--- config.mk ---
export PLATFORM = sky130hd
export DESIGN_NAME = io_uart_tx
export DESIGN_NICKNAME = d
export VERILOG_FILES = /design/src/rtl/io_uart_tx_pkg.sv /design/src/rtl/io_uart_tx_fifo.sv /design/src/rtl/io_uart_tx.sv
export SDC_FILE = /design/constraint.sdc
export NUM_CORES = 1
export LEC_CHECK = 0
export CORE_MARGIN = 8
export CORE_UTILIZATION = 50
export CTS_CLUSTER_SIZE = 30
export DETAILED_ROUTE_END_ITERATION = 7
export PLACE_DENSITY_LB_ADDON = 0.05
export SLEW_MARGIN = 30
export SYNTH_ARGS = -nofsm -noshare
export SYNTH_HDL_FRONTEND = slang
export SYNTH_SLANG_ARGS = --single-unit
--- constraint.sdc ---
create_clock -name clk -period 7.3 [get_ports clk]
set_clock_uncertainty 0.05 [all_clocks]
set_input_delay 1.095 -clock clk [delete_from_list [all_inputs] [get_ports clk]]
set_output_delay 1.095 -clock clk [all_outputs]
set_load 0.05 [all_outputs]
--- src/rtl/io_uart_tx_pkg.sv ---
// Shared constants and types for the memory-mapped UART transmitter:
// address window, register offsets, STATUS layout and serializer states.
package io_uart_tx_pkg;

  localparam logic [3:0]  BASE_NIB_DEF    = 4'h8;
  localparam int          FIFO_AW_DEF     = 3;
  localparam logic [15:0] DEFAULT_DIV_DEF = 16'd867;

  // Register offsets, selected by io_addr[3:2].
  typedef enum logic [1:0] {
    REG_TXDATA  = 2'd0,
    REG_STATUS  = 2'd1,
    REG_BAUDDIV = 2'd2,
    REG_RSVD    = 2'd3
  } reg_off_e;

  // Bit index of the sticky overflow flag, used for write-one-to-clear.
  localparam int ST_OVF = 3;

  typedef struct packed {
    logic [23:0] rsvd;
    logic [3:0]  count;
    logic        overflow;
    logic        busy;
    logic        empty;
    logic        full;
  } status_t;

  typedef enum logic [1:0] {
    S_IDLE  = 2'd0,
    S_START = 2'd1,
    S_DATA  = 2'd2,
    S_STOP  = 2'd3
  } tx_state_e;

endpackage

--- src/rtl/io_uart_tx_fifo.sv ---
// Small synchronous FIFO between the TXDATA register and the serializer.
// Pushes into a full FIFO and pops from an empty one are ignored.
module io_uart_tx_fifo #(
  parameter int W  = 8,
  parameter int AW = 3
) (
  input  logic         clk,
  input  logic         resetb,
  input  logic         push_i,
  input  logic [W-1:0] wdata_i,
  input  logic         pop_i,
  output logic [W-1:0] rdata_o,
  output logic         full_o,
  output logic         empty_o,
  output logic [AW:0]  count_o
);

  localparam int          DEPTH    = 1 << AW;
  localparam logic [AW:0] FULL_CNT = {1'b1, {AW{1'b0}}};

  logic [W-1:0]  mem_q [DEPTH];
  logic [AW-1:0] wr_ptr_q;
  logic [AW-1:0] rd_ptr_q;
  logic [AW:0]   count_q;
  logic          do_push;
  logic          do_pop;

  assign full_o  = (count_q == FULL_CNT);
  assign empty_o = (count_q == '0);
  assign count_o = count_q;
  assign rdata_o = mem_q[rd_ptr_q];
  assign do_push = push_i & ~full_o;
  assign do_pop  = pop_i & ~empty_o;

  // NOTE: the storage array is deliberately not reset; pointers and count
  // decide which entries are valid, so stale contents are never observed.
  always_ff @(posedge clk) begin
    if (do_push) mem_q[wr_ptr_q] <= wdata_i;
  end

  always_ff @(posedge clk or negedge resetb) begin
    if (!resetb) begin
      wr_ptr_q <= '0;
      rd_ptr_q <= '0;
      count_q  <= '0;
    end else begin
      if (do_push) wr_ptr_q <= wr_ptr_q + 1'b1;
      if (do_pop)  rd_ptr_q <= rd_ptr_q + 1'b1;
      case ({do_push, do_pop})
        2'b10:   count_q <= count_q + 1'b1;
        2'b01:   count_q <= count_q - 1'b1;
        default: ;
      endcase
    end
  end

endmodule

--- src/rtl/io_uart_tx.sv ---
// Memory-mapped 8N1 UART transmitter: TXDATA/STATUS/BAUDDIV registers on the
// MMU I/O bus, an 8-entry byte FIFO and a registered-output serializer.
module io_uart_tx
  import io_uart_tx_pkg::*;
#(
  parameter logic [3:0]  BASE_NIB    = BASE_NIB_DEF,
  parameter int          FIFO_AW     = FIFO_AW_DEF,
  parameter logic [15:0] DEFAULT_DIV = DEFAULT_DIV_DEF
) (
  input  logic        clk,
  input  logic        resetb,
  input  logic [7:0]  io_addr,
  input  logic        io_en,
  input  logic        io_we,
  input  logic [31:0] io_data_write,
  output logic [31:0] io_data_read,
  output logic        uart_tx,
  output logic        tx_irq
);

  // ---------------- address decode ----------------
  logic     sel;
  reg_off_e off;
  logic     wr_txdata;
  logic     wr_status;
  logic     wr_baud;
  logic     unused_bits;

  assign sel         = io_en & (io_addr[7:4] == BASE_NIB);
  assign off         = reg_off_e'(io_addr[3:2]);
  assign wr_txdata   = sel & io_we & (off == REG_TXDATA);
  assign wr_status   = sel & io_we & (off == REG_STATUS);
  assign wr_baud     = sel & io_we & (off == REG_BAUDDIV);
  assign unused_bits = ^{io_addr[1:0], io_data_write[31:16]};

  // ---------------- FIFO ----------------
  logic             fifo_pop;
  logic [7:0]       fifo_rdata;
  logic             fifo_full;
  logic             fifo_empty;
  logic [FIFO_AW:0] fifo_count;

  io_uart_tx_fifo #(
    .W  (8),
    .AW (FIFO_AW)
  ) u_fifo (
    .clk     (clk),
    .resetb  (resetb),
    .push_i  (wr_txdata),
    .wdata_i (io_data_write[7:0]),
    .pop_i   (fifo_pop),
    .rdata_o (fifo_rdata),
    .full_o  (fifo_full),
    .empty_o (fifo_empty),
    .count_o (fifo_count)
  );

  // ---------------- state ----------------
  tx_state_e   state_q,   state_d;
  logic [15:0] baudcnt_q, baudcnt_d;
  logic [2:0]  bitcnt_q,  bitcnt_d;
  logic [7:0]  shreg_q,   shreg_d;
  logic        tx_q,      tx_d;
  logic        ovf_q,     ovf_d;
  logic [15:0] bauddiv_q, bauddiv_d;
  logic        bit_end;

  assign bit_end = (baudcnt_q == '0);

  // NOTE: every variable gets a default before the case, so no path leaves
  // one unassigned and no latch is inferred.
  always_comb begin
    state_d   = state_q;
    baudcnt_d = baudcnt_q;
    bitcnt_d  = bitcnt_q;
    shreg_d   = shreg_q;
    fifo_pop  = 1'b0;

    case (state_q)
      S_IDLE: begin
        if (!fifo_empty) begin
          fifo_pop  = 1'b1;
          shreg_d   = fifo_rdata;
          baudcnt_d = bauddiv_q;
          state_d   = S_START;
        end
      end
      S_START: begin
        if (bit_end) begin
          state_d   = S_DATA;
          bitcnt_d  = '0;
          baudcnt_d = bauddiv_q;
        end else begin
          baudcnt_d = baudcnt_q - 16'd1;
        end
      end
      S_DATA: begin
        if (bit_end) begin
          // Reload from the live divider so a new BAUDDIV takes effect here.
          baudcnt_d = bauddiv_q;
          if (bitcnt_q == 3'd7) begin
            state_d = S_STOP;
          end else begin
            shreg_d  = shreg_q >> 1;
            bitcnt_d = bitcnt_q + 3'd1;
          end
        end else begin
          baudcnt_d = baudcnt_q - 16'd1;
        end
      end
      S_STOP: begin
        if (bit_end) state_d = S_IDLE;
        else         baudcnt_d = baudcnt_q - 16'd1;
      end
      default: state_d = S_IDLE;
    endcase

    // Line level follows the next state so uart_tx comes straight from a flop.
    case (state_d)
      S_START: tx_d = 1'b0;
      S_DATA:  tx_d = shreg_d[0];
      default: tx_d = 1'b1;
    endcase
  end

  always_comb begin
    ovf_d = ovf_q;
    if (wr_status && io_data_write[ST_OVF]) ovf_d = 1'b0;
    // A drop on a full FIFO wins over a same-cycle clear.
    if (wr_txdata && fifo_full)             ovf_d = 1'b1;

    bauddiv_d = wr_baud ? io_data_write[15:0] : bauddiv_q;
  end

  // NOTE: state registers use non-blocking assignments so every flop samples
  // the pre-edge values of the others; the comb blocks above use blocking.
  always_ff @(posedge clk or negedge resetb) begin
    if (!resetb) begin
      state_q   <= S_IDLE;
      baudcnt_q <= '0;
      bitcnt_q  <= '0;
      shreg_q   <= '0;
      tx_q      <= 1'b1;
      ovf_q     <= 1'b0;
      bauddiv_q <= DEFAULT_DIV;
    end else begin
      state_q   <= state_d;
      baudcnt_q <= baudcnt_d;
      bitcnt_q  <= bitcnt_d;
      shreg_q   <= shreg_d;
      tx_q      <= tx_d;
      ovf_q     <= ovf_d;
      bauddiv_q <= bauddiv_d;
    end
  end

  // ---------------- read path and outputs ----------------
  status_t status;

  always_comb begin
    status          = '0;
    status.full     = fifo_full;
    status.empty    = fifo_empty;
    status.busy     = (state_q != S_IDLE);
    status.overflow = ovf_q;
    status.count    = 4'(fifo_count);

    io_data_read = '0;
    if (sel) begin
      case (off)
        REG_STATUS:  io_data_read = status;
        REG_BAUDDIV: io_data_read = {16'h0000, bauddiv_q};
        default:     io_data_read = '0;
      endcase
    end
  end

  assign uart_tx = tx_q;
  assign tx_irq  = fifo_empty & (state_q == S_IDLE);

endmodule

Word-level counts from Yosys, hierarchy flattened
Memories as Yosys holds them, arrays and structs flattened.
Cells that the tools add are included.
{"block": "op_classes", "add_sub_neg": 6, "mul": 0, "div_mod_pow": 0, "n_lt_le_gt_ge": 0, "eq_ne": 17, "n_shift": 0, "muxes": 28, "bitwise_logic": 10, "n_reduce_logical": 15}
{"operator": "two-way mux 16 bit", "count": 4}
{"operator": "one-hot mux 16 bit (3 select lines)", "count": 1}
{"operator": "one-hot mux 16 bit (2 select lines)", "count": 1}
{"operator": "two-way mux 8 bit", "count": 3}
{"operator": "zero test 16 bit", "count": 1}
{"operator": "one-hot mux 8 bit (2 select lines)", "count": 1}
{"operator": "subtractor 16 x 1 -> 16 bit, second input constant", "count": 1}
{"operator": "== test 2 bit, second input constant", "count": 5}
{"operator": "two-way mux 2 bit", "count": 5}
{"operator": "!= test 2 bit, second input constant", "count": 5}
{"operator": "nonzero test 2 bit", "count": 5}
{"operator": "adder 3 x 1 -> 3 bit, second input constant", "count": 3}
{"operator": "two-way mux 3 bit", "count": 3}
{"operator": "bitwise AND 1 bit", "count": 8}
{"operator": "== test 2 x 1 -> 1 bit, second input constant", "count": 4}
{"operator": "== test 4 bit, second input constant", "count": 2}
{"operator": "one-hot mux 2 bit (4 select lines)", "count": 1}
{"operator": "one-hot mux 4 bit (2 select lines)", "count": 1}
{"operator": "AND reduction 4 bit", "count": 2}
{"operator": "two-way mux 1 bit", "count": 6}
{"operator": "one-hot mux 3 bit (2 select lines)", "count": 1}
{"operator": "adder 4 x 1 -> 4 bit, second input constant", "count": 1}
{"operator": "zero test 2 bit", "count": 2}
{"operator": "zero test 4 bit", "count": 1}
{"operator": "other kinds (7)", "count": 9}
{"block": "totals", "ff_bits": 57, "latchBits": 0, "mem_bits_rw": 64, "rom_bits": 0, "inputBits": 44, "word_cells": 88, "n_memories": 1}
{"name": "u_fifo.mem_q", "words": 8, "width": 8, "read_ports": 1, "rd_clocked_by_memory_dff": 0, "wr": 1, "line_no": "io_uart_tx_fifo.sv:21", "rtl": "logic [W-1:0] mem_q [DEPTH];"}

Longest topological paths before layout
Gate-level depths: netlist of run 1.
{"block": "logic_depth", "word_depth": 7, "mapped_depth": 12, "mapped_depth_nobuf": 11}

Modules after synthesis
A second synthesis of run 1 with hierarchy kept.
{"block": "unflattened", "hier_cells": 464, "hier_area_um2": 6059.6}
{"module": "io_uart_tx_fifo", "n_inst": 1, "cells_each": 160, "area_each_um2": 3134.3, "seq_area_each_um2": 2172.1}
{"module": "io_uart_tx", "n_inst": 1, "cells_each": 304, "area_each_um2": 2925.3, "seq_area_each_um2": 1184.9}

Worst setup path after synthesis of run 1
No wires, ideal clock.
{"block": "synth_path", "path_type": "input to output", "from": "input io_addr[2]", "to": "output io_data_read[7]", "arrival_time_ps": 2506, "setup_slack_ps": 3649, "stages": 6, "path_cell_list": "inv_1 -> ha_1 -> clkbuf_1 -> clkbuf_1 -> a22oi_1 -> nor2_1"}
{"block": "synth_via", "elab_chain_cells": 3}
{"element": "start, declared", "line_no": "io_uart_tx.sv:12", "rtl": "input logic [7:0] io_addr,"}
{"element": "== test 2 bit or == test 2 x 1 -> 1 bit (tied branches)", "line_no": "io_uart_tx.sv:170", "rtl": "case (off)"}
{"element": "one-hot mux 16 bit (2 select lines) *", "line_no": "io_uart_tx.sv:170"}
{"element": "two-way mux 16 bit *", "line_no": "io_uart_tx.sv:169", "rtl": "if (sel) begin"}
{"element": "end, declared", "line_no": "io_uart_tx.sv:16", "rtl": "output logic [31:0] io_data_read,"}
Mark *: on every way between the ends. The rest lies on a longest branch, timed or not.

Worst setup path after layout of run 1
{"block": "layout_path", "from": "input io_addr[2]", "to": "output io_data_read[2]"}
The elaborated chain is that of the path after synthesis.

==> flow_metrics.py, run 1 <==
metrics = {
    "global_routing": {
        "global_route_wire_length_before_repair_um": 21400,
        "globalRouteOverflowTotal": 0,
        "initial_antenna_violation_count": 0,
        "grt_pass1_vias": 3997,
        "largest_net_degree_at_the_start_of_global_routing": 58,
        "grt.total_usage_pct": 17.4,
    },
    "detailed_routing": {
        "drc_errors": 0,
        "post_drt_wl_per_cell_um": 19.5,
        "dr_total_vias": 3909,
        "via_per_inst": 5.82,
        "detail_route.first_pass.iterations": 5,
        "routed_wl_um": 13100,
        "drt_iter0_markers": 337,
        "detail-route-antenna-nets": 0,
    },
    "synthesis": {
        "yosysTopAreaCellShare_pct": 32.0,
        "synth_seq_cells": 121,
        "post_synth_instance_area_mm2": 0.00601,
        "synthTopCellsByArea": "edfxtp_1, dfrtp_1, mux4_2",
        "number_of_warnings_printed_during_yosys_synthesis": 0,
        "synthCells": 474,
        "async_flop_share_pct": 47.1,
        "post-synth-top-count-cell": "edfxtp_1",
        "synth_ff_type": "edfxtp_1",
        "synth_cell_type_count": 70,
        "synth_largest_area_cell": "edfxtp_1",
        "number_of_enable_flip_flop_cells_after_synthesis": 64,
        "post_synth_most_frequent_cells": "edfxtp_1, dfrtp_1, nor2_1",
        "mean_syn_cell_area_um2": 12.7,
        "synth-seq-area-share_pct": 55.8,
    },
    "clock_network": {
        "post_cts_hold_buffer_count": 0,
        "cts_root_buffer": "clkbuf_16",
        "post_cts_resize_count": 0,
        "clk_pin_slew_worst_paths_ps": 50,
        "tritoncts": "yes",
        "maximum_buffer_depth_of_the_clock_tree": 2,
        "cts_buffers": 17,
        "numClockSinks": 121,
        "h-tree-depth": 4,
        "post-cts-setup-buffers": 0,
        "clock_latency_at_the_later_pin_of_the_worst_skew_pair_ps": 420,
    },
    "layout": {
        "syn_to_final_growth_pct": 16.9,
        "n_antenna_cell": 0,
        "register_area_mm2": 0.00336,
        "post_layout_nets": 573,
        "fin_util_pct": 59.3,
        "multi_input_area_mm2": 0.00238,
        "final_layout_size_suffix_gt1_share_pct": 17.1,
        "final_cell_area_excluding_filler_cells_mm2": 0.00703,
        "filler_cell_count": 993,
        "stdcell_count": 672,
    },
    "worst_setup_path": {
        "critPathMaxStageDelay_ps": 820,
        "critPathKind": "primary input to primary output",
        "cp_slowest_cell": "clkdlybuf4s50_1",
        "cp_data_arrival_time_ps": 3250,
        "timing.critical_path.buf_inv": 3,
        "cp_cell_sequence": "clkdlybuf4s50_1 -> inv_1 -> ha_1 -> a22oi_1 -> nor2_1 -> clkdlybuf4s50_1",
        "critical-path-top-delay-family": "buffers and inverters",
        "worst_setup_path_start_kind": "primary input",
        "critical_path.most_common_cell": "clkdlybuf4s50_1",
        "timing.critical_path.required_ps": 6150,
        "worst_setup_end_kind": "primary output",
        "worstPathMaxFanout": 17,
    },
    "floorplan": {
        "coreArea_mm2": 0.0119,
        "die-height_um": 126,
        "io_pins": 78,
        "initial_utilization_pct": 50.7,
        "die-area_mm2": 0.0158,
        "row_count": 40,
        "die_w_um": 126,
    },
    "placement": {
        "place_congestion": 0.828,
        "pre_cts_ws_ps": 2910,
        "buffer_ports.inserted": 43,
        "dpl-instance-area_mm2": 0.00644,
        "hpwl_um": 9030,
        "numPlacedInstances": 640,
    },
    "status": {
        "status": "complete, no violations",
    },
    "job": {
        "drv_cap": 0,
    },
    "timing": {
        "setup-tns-final_ps": 0,
        "rsz0062_at_grt": "false",
        "finalHoldViolCount": 0,
        "max-slew-margin-rel_pct": 36.6,
        "max_freq_ghz": 0.228,
        "final.setup.worst_slack_ps": 2900,
        "drv_slew": 0,
        "layout_min_cycle_time_ps": 4400,
        "tightestPinTransition_ps": 938,
        "setup_violations": 0,
        "fin_crit_sh_pct": 60.2,
    },
    "worst_hold_path": {
        "worst_hold_path_type": "register to register",
    },
    "pwr": {
        "worst_ir_drop_vdd_mv": 0.234,
        "power.leakage_nw": 2.79,
        "cellPowerDensity_mw_per_mm2": 382,
    },
}
-- worst min-delay path: stages, from the launching register on --
cell and delay, ps:
dfrtp_1 340, nand2_1 50, o31ai_1 50
-- path summary, 6_finish.rpt --
check,cells after the start,endpoint,from,slack [ps]
worst min-delay path,2,shreg_q[7]$_DFFE_PN0P_,shreg_q[7]$_DFFE_PN0P_,430
worst max-delay path,6,io_data_read[2],io_addr[2],2900
min in group asynchronous,2,u_fifo.rd_ptr_q[0]$_DFFE_PN0P_,resetb,770
max in group asynchronous,2,u_fifo.rd_ptr_q[0]$_DFFE_PN0P_,resetb,5930
worst min register to register,2,shreg_q[7]$_DFFE_PN0P_,shreg_q[7]$_DFFE_PN0P_,430
worst max register to register,10,u_fifo.count_o[2]$_DFFE_PN0P_,u_fifo.count_o[1]$_DFFE_PN0P_,4220
-- cell families after synthesis --
| family | after synthesis | share of synthesized area (%) |
|---|---|---|
| DFF | 121 | 55.8 |
| muxes | 43 | 10.9 |
| buffers and inverters | 61 | 5.66 |
| xor gates and xnor gates | 9 | 1.31 |
| and+or+nand+nor | 137 | 12.1 |
| AOI/OAI and AO/OA | 85 | 10.6 |
| other | 1 | 0.0623 |
| adders and majority gates | 17 | 3.54 |
-- through the flow --
step | power, mW | hold WS, ps
final | 2.68 | 430
after global routing | 2.84 | 462
after CTS | 2.69 | 429
after detailed placement | 1.85 | 418
after global placement | 1.84 | 412
after floorplan | 1.68 | 395
-- registers in the layout, indices dropped and copies added, names as in the netlist, 2 cells and up --
name,cells
u_fifo.wr_ptr_q,3
state_q,2
u_fifo.rd_ptr_q,3
bitcnt_q,3
bauddiv_q,16
u_fifo.count_o,4
baudcnt_q,16
u_fifo.mem_q,64
shreg_q,8
-- power breakdown --
group | switching, mW | internal (mW)
Combinational | 0.482 | 0.389
Sequential | 0.169 | 0.810
Clock | 0.300 | 0.533
Total | 0.951 | 1.73
-- final cells by class --
type / count / area share (%)
flip-flops and latches: 121 / 47.8
inverters: 18 / 0.961
repair buffers: 47 / 6.48
well taps: 147 / 2.62
clock inverters: 13 / 2.17
multi-input cells: 307 / 33.8
clock buffers: 19 / 6.16
-- placed cells by master (no fill, tap or decap), types with 4 or more instances in the layout --
cell             Yosys  layout
xnor2_1              7       7
mux2_2              19      19
a21oi_1             12      12
conb_1               1      16
inv_1               18      18
clkdlybuf4s50_1      0      42
a22oi_1             10      10
nand3_1             15      15
mux2i_1              8       8
nor3_1              13      13
nor4_1               5       5
edfxtp_1            64      64
nor2_1              33      31
a22o_1               4       4
a221o_1              6       6
o21ai_1              7       7
nand2_1             32      32
nand2b_1             4       4
nand4_1              6       6
buf_4               18       4
dfrtp_1             50      49
mux4_2              16      16
clkbuf_16            0      17
and3_1              10      10
ha_1                17      17
a21o_1               4       4
dfstp_2              7       7
o211ai_1             4       4
o21ai_0              8       8
-- routing by layer --
metal	up-vias	wire, um	track usage (%)
li1	1833	-	-
met1	1936	6170	23.8
met2	122	5960	25.6
met3	18	746	5.23
met4	0	199	6.81
met5	-	0	0
(Power assumes the default switching activity.)
==> run 2: changes to the inputs <==
Clock period 7.3 ns to 4.35 ns, I/O delays scaled along.
==> run 2 against run 1 <==
Non-clock buffer count did not move; core utilization rose by 0.24 points; register-to-register slack got worse by 2900 ps; sequential power rose by 68%; critical endpoint is now tx_irq; clock power rose by 55%; largest power group unchanged; first-iteration DRC count rose by 27%; cell area rose by 0.41%; combinational power rose by 68%; flip-flop and latch count did not move; cell count did not move; largest cell class unchanged.
==> flow_metrics.py, run 2 (synthesis gave the netlist of run 1 again) <==
metrics = {
    "detailed_routing": {
        "detail-route-antenna-nets": 0,
        "drc_errors": 0,
        "post_drt_wl_per_cell_um": 19.2,
        "detail_route.first_pass.iterations": 5,
        "routed_wl_um": 12900,
        "dr_total_vias": 3867,
        "drt_iter0_markers": 429,
        "via_per_inst": 5.75,
    },
    "timing": {
        "drv_slew": 0,
        "max_freq_ghz": 0.302,
        "finalHoldViolCount": 0,
        "setup-tns-final_ps": 0,
        "layout_min_cycle_time_ps": 3320,
        "fin_crit_sh_pct": 76.2,
        "tightestPinTransition_ps": 941,
        "rsz0062_at_grt": "false",
        "max-slew-margin-rel_pct": 37.0,
        "setup_violations": 0,
    },
    "pwr": {
        "clkPwrFrac_pct": 29.4,
        "switching_power_mw": 1.59,
        "p_int_mw": 2.80,
        "power_total_mw": 4.39,
        "power.leakage_nw": 2.82,
        "p_comb_share_pct": 33.3,
        "seq_power_share_pct": 37.3,
        "cellPowerDensity_mw_per_mm2": 622,
        "p_sw_share_pct": 36.2,
        "worst_ir_drop_vdd_mv": 0.403,
    },
    "layout": {
        "commonest_non_fill_non_tap_cell_in_the_layout": "edfxtp_1",
        "multi_input_area_mm2": 0.00238,
        "syn_to_final_growth_pct": 17.3,
        "largest_reg_flops": 64,
        "register_area_mm2": 0.00336,
        "final_layout_size_suffix_gt1_share_pct": 20.2,
        "post_layout_nets": 573,
        "most_frequent_cells_in_the_layout": "edfxtp_1, dfrtp_1, nand2_1, nor2_1, clkdlybuf4s50_1",
        "filler_cell_count": 956,
        "stdcell_count": 672,
        "n_antenna_cell": 0,
        "reg.largest.list": "u_fifo.mem_q (64), baudcnt_q (16), bauddiv_q (16)",
        "top_register": "u_fifo.mem_q",
    },
    "floorplan": {
        "io_pins": 78,
        "initial_utilization_pct": 50.7,
        "coreArea_mm2": 0.0119,
        "die-height_um": 126,
        "row_count": 40,
        "die_w_um": 126,
        "die-area_mm2": 0.0158,
    },
    "global_routing": {
        "global_route_wire_length_before_repair_um": 21000,
        "globalRouteOverflowTotal": 0,
        "grt.total_usage_pct": 17.3,
        "largest_net_degree_at_the_start_of_global_routing": 39,
        "initial_antenna_violation_count": 0,
        "grt_pass1_vias": 3930,
    },
    "clock_network": {
        "post_cts_resize_count": 0,
        "tritoncts": "yes",
        "post-cts-setup-buffers": 0,
        "clock_latency_at_the_later_pin_of_the_worst_skew_pair_ps": 410,
        "maximum_buffer_depth_of_the_clock_tree": 2,
        "h-tree-depth": 4,
        "cts_root_buffer": "clkbuf_16",
        "numClockSinks": 121,
        "clk_pin_slew_worst_paths_ps": 60,
        "post_cts_hold_buffer_count": 0,
        "cts_buffers": 17,
    },
    "job": {
        "drv_cap": 0,
    },
    "worst_hold_path": {
        "worst_hold_path_type": "primary input to async pin",
    },
    "worst_setup_path": {
        "worstPathMaxFanout": 9,
        "cp_data_arrival_time_ps": 2610,
        "cp_cell_sequence": "nor4_4 -> nand2_4 -> inv_1 -> clkdlybuf4s50_1",
        "worst_setup_path_start_kind": "register",
        "critPathMaxStageDelay_ps": 840,
        "worst_setup_end_kind": "primary output",
        "critPathKind": "register to primary output",
        "cp_slowest_cell": "clkdlybuf4s50_1",
        "timing.critical_path.required_ps": 3650,
    },
    "placement": {
        "hpwl_um": 9120,
        "place_congestion": 0.856,
        "numPlacedInstances": 640,
        "buffer_ports.inserted": 43,
    },
    "status": {
        "status": "complete, no violations",
    },
}
-- run 2: cell count changes in the layout (fill, tap and decap cells not counted), moves of 2 or more --
cell	before	now
clkinv_4	1	5
clkinv_2	3	1
buf_12	0	8
bufinv_16	3	1
buf_4	4	12
clkdlybuf4s50_1	42	26
-- run 2: layout make-up --
cell class	count	area share, %
flip-flops and latches	121	47.6
multi-input cells	307	33.7
repair buffers	47	7.30
clock buffers	18	6.08
well taps	147	2.61
clock inverters	14	1.81
inverters	18	0.957
-- run 2: final timing paths --
kind                            cells past startpoint                     startpoint                             end  slack (ps)
worst max-delay path                                4  u_fifo.count_o[1]$_DFFE_PN0P_                          tx_irq        1030
max in group asynchronous                           2                         resetb        bauddiv_q[8]$_DFFE_PN1P_        3240
min in group clk                                    2              ovf_q$_DFFE_PN0P_               ovf_q$_DFFE_PN0P_         430
worst min register to register                      2              ovf_q$_DFFE_PN0P_               ovf_q$_DFFE_PN0P_         430
worst min-delay path                                1                         resetb  u_fifo.rd_ptr_q[0]$_DFFE_PN0P_         130
worst max register to register                     10  u_fifo.count_o[1]$_DFFE_PN0P_   u_fifo.count_o[2]$_DFFE_PN0P_        1290
-- run 2: routing by layer --
layer  global-route usage (%)  wire length (um)
met1                     23.6              6130
met2                     25.3              5880
met4                     5.80               155
met5                        0                 0
met3                     5.57               753
-- run 2: power by group through the flow --
| stage | Sequential [mW] | Clock, mW | Combinational, mW |
|---|---|---|---|
| 3_5_place_dp | 1.66 | 0 | 1.46 |
| 5_1_grt | 1.67 | 1.37 | 1.63 |
| 4_1_cts | 1.64 | 1.31 | 1.46 |
| 2_1_floorplan | 1.49 | 0 | 1.32 |
| 3_3_place_gp | 1.65 | 0 | 1.43 |
| 6_report | 1.64 | 1.29 | 1.46 |
-- run 2: through the flow --
stage / cell area, um^2 / utilization (%) / hold WS [ps] / worst slack, ps
after global routing: 7060 / 59.5 / 161 / 884
after global placement: 6500 / 54.8 / 411 / 1030
after floorplan: 6070 / - / 307 / 1550
after CTS: 7060 / 59.5 / 139 / 1020
final: 7060 / 59.5 / 134 / 1030
after detailed placement: 6500 / 54.8 / 420 / 949
-- run 2: worst max-delay path, delay by kind of cell, from the launching register on --
kind | cells | cell delay, ps
DFF | 1 | 510
and+or+nand+nor | 2 | 660
buffers and inverters | 2 | 1030
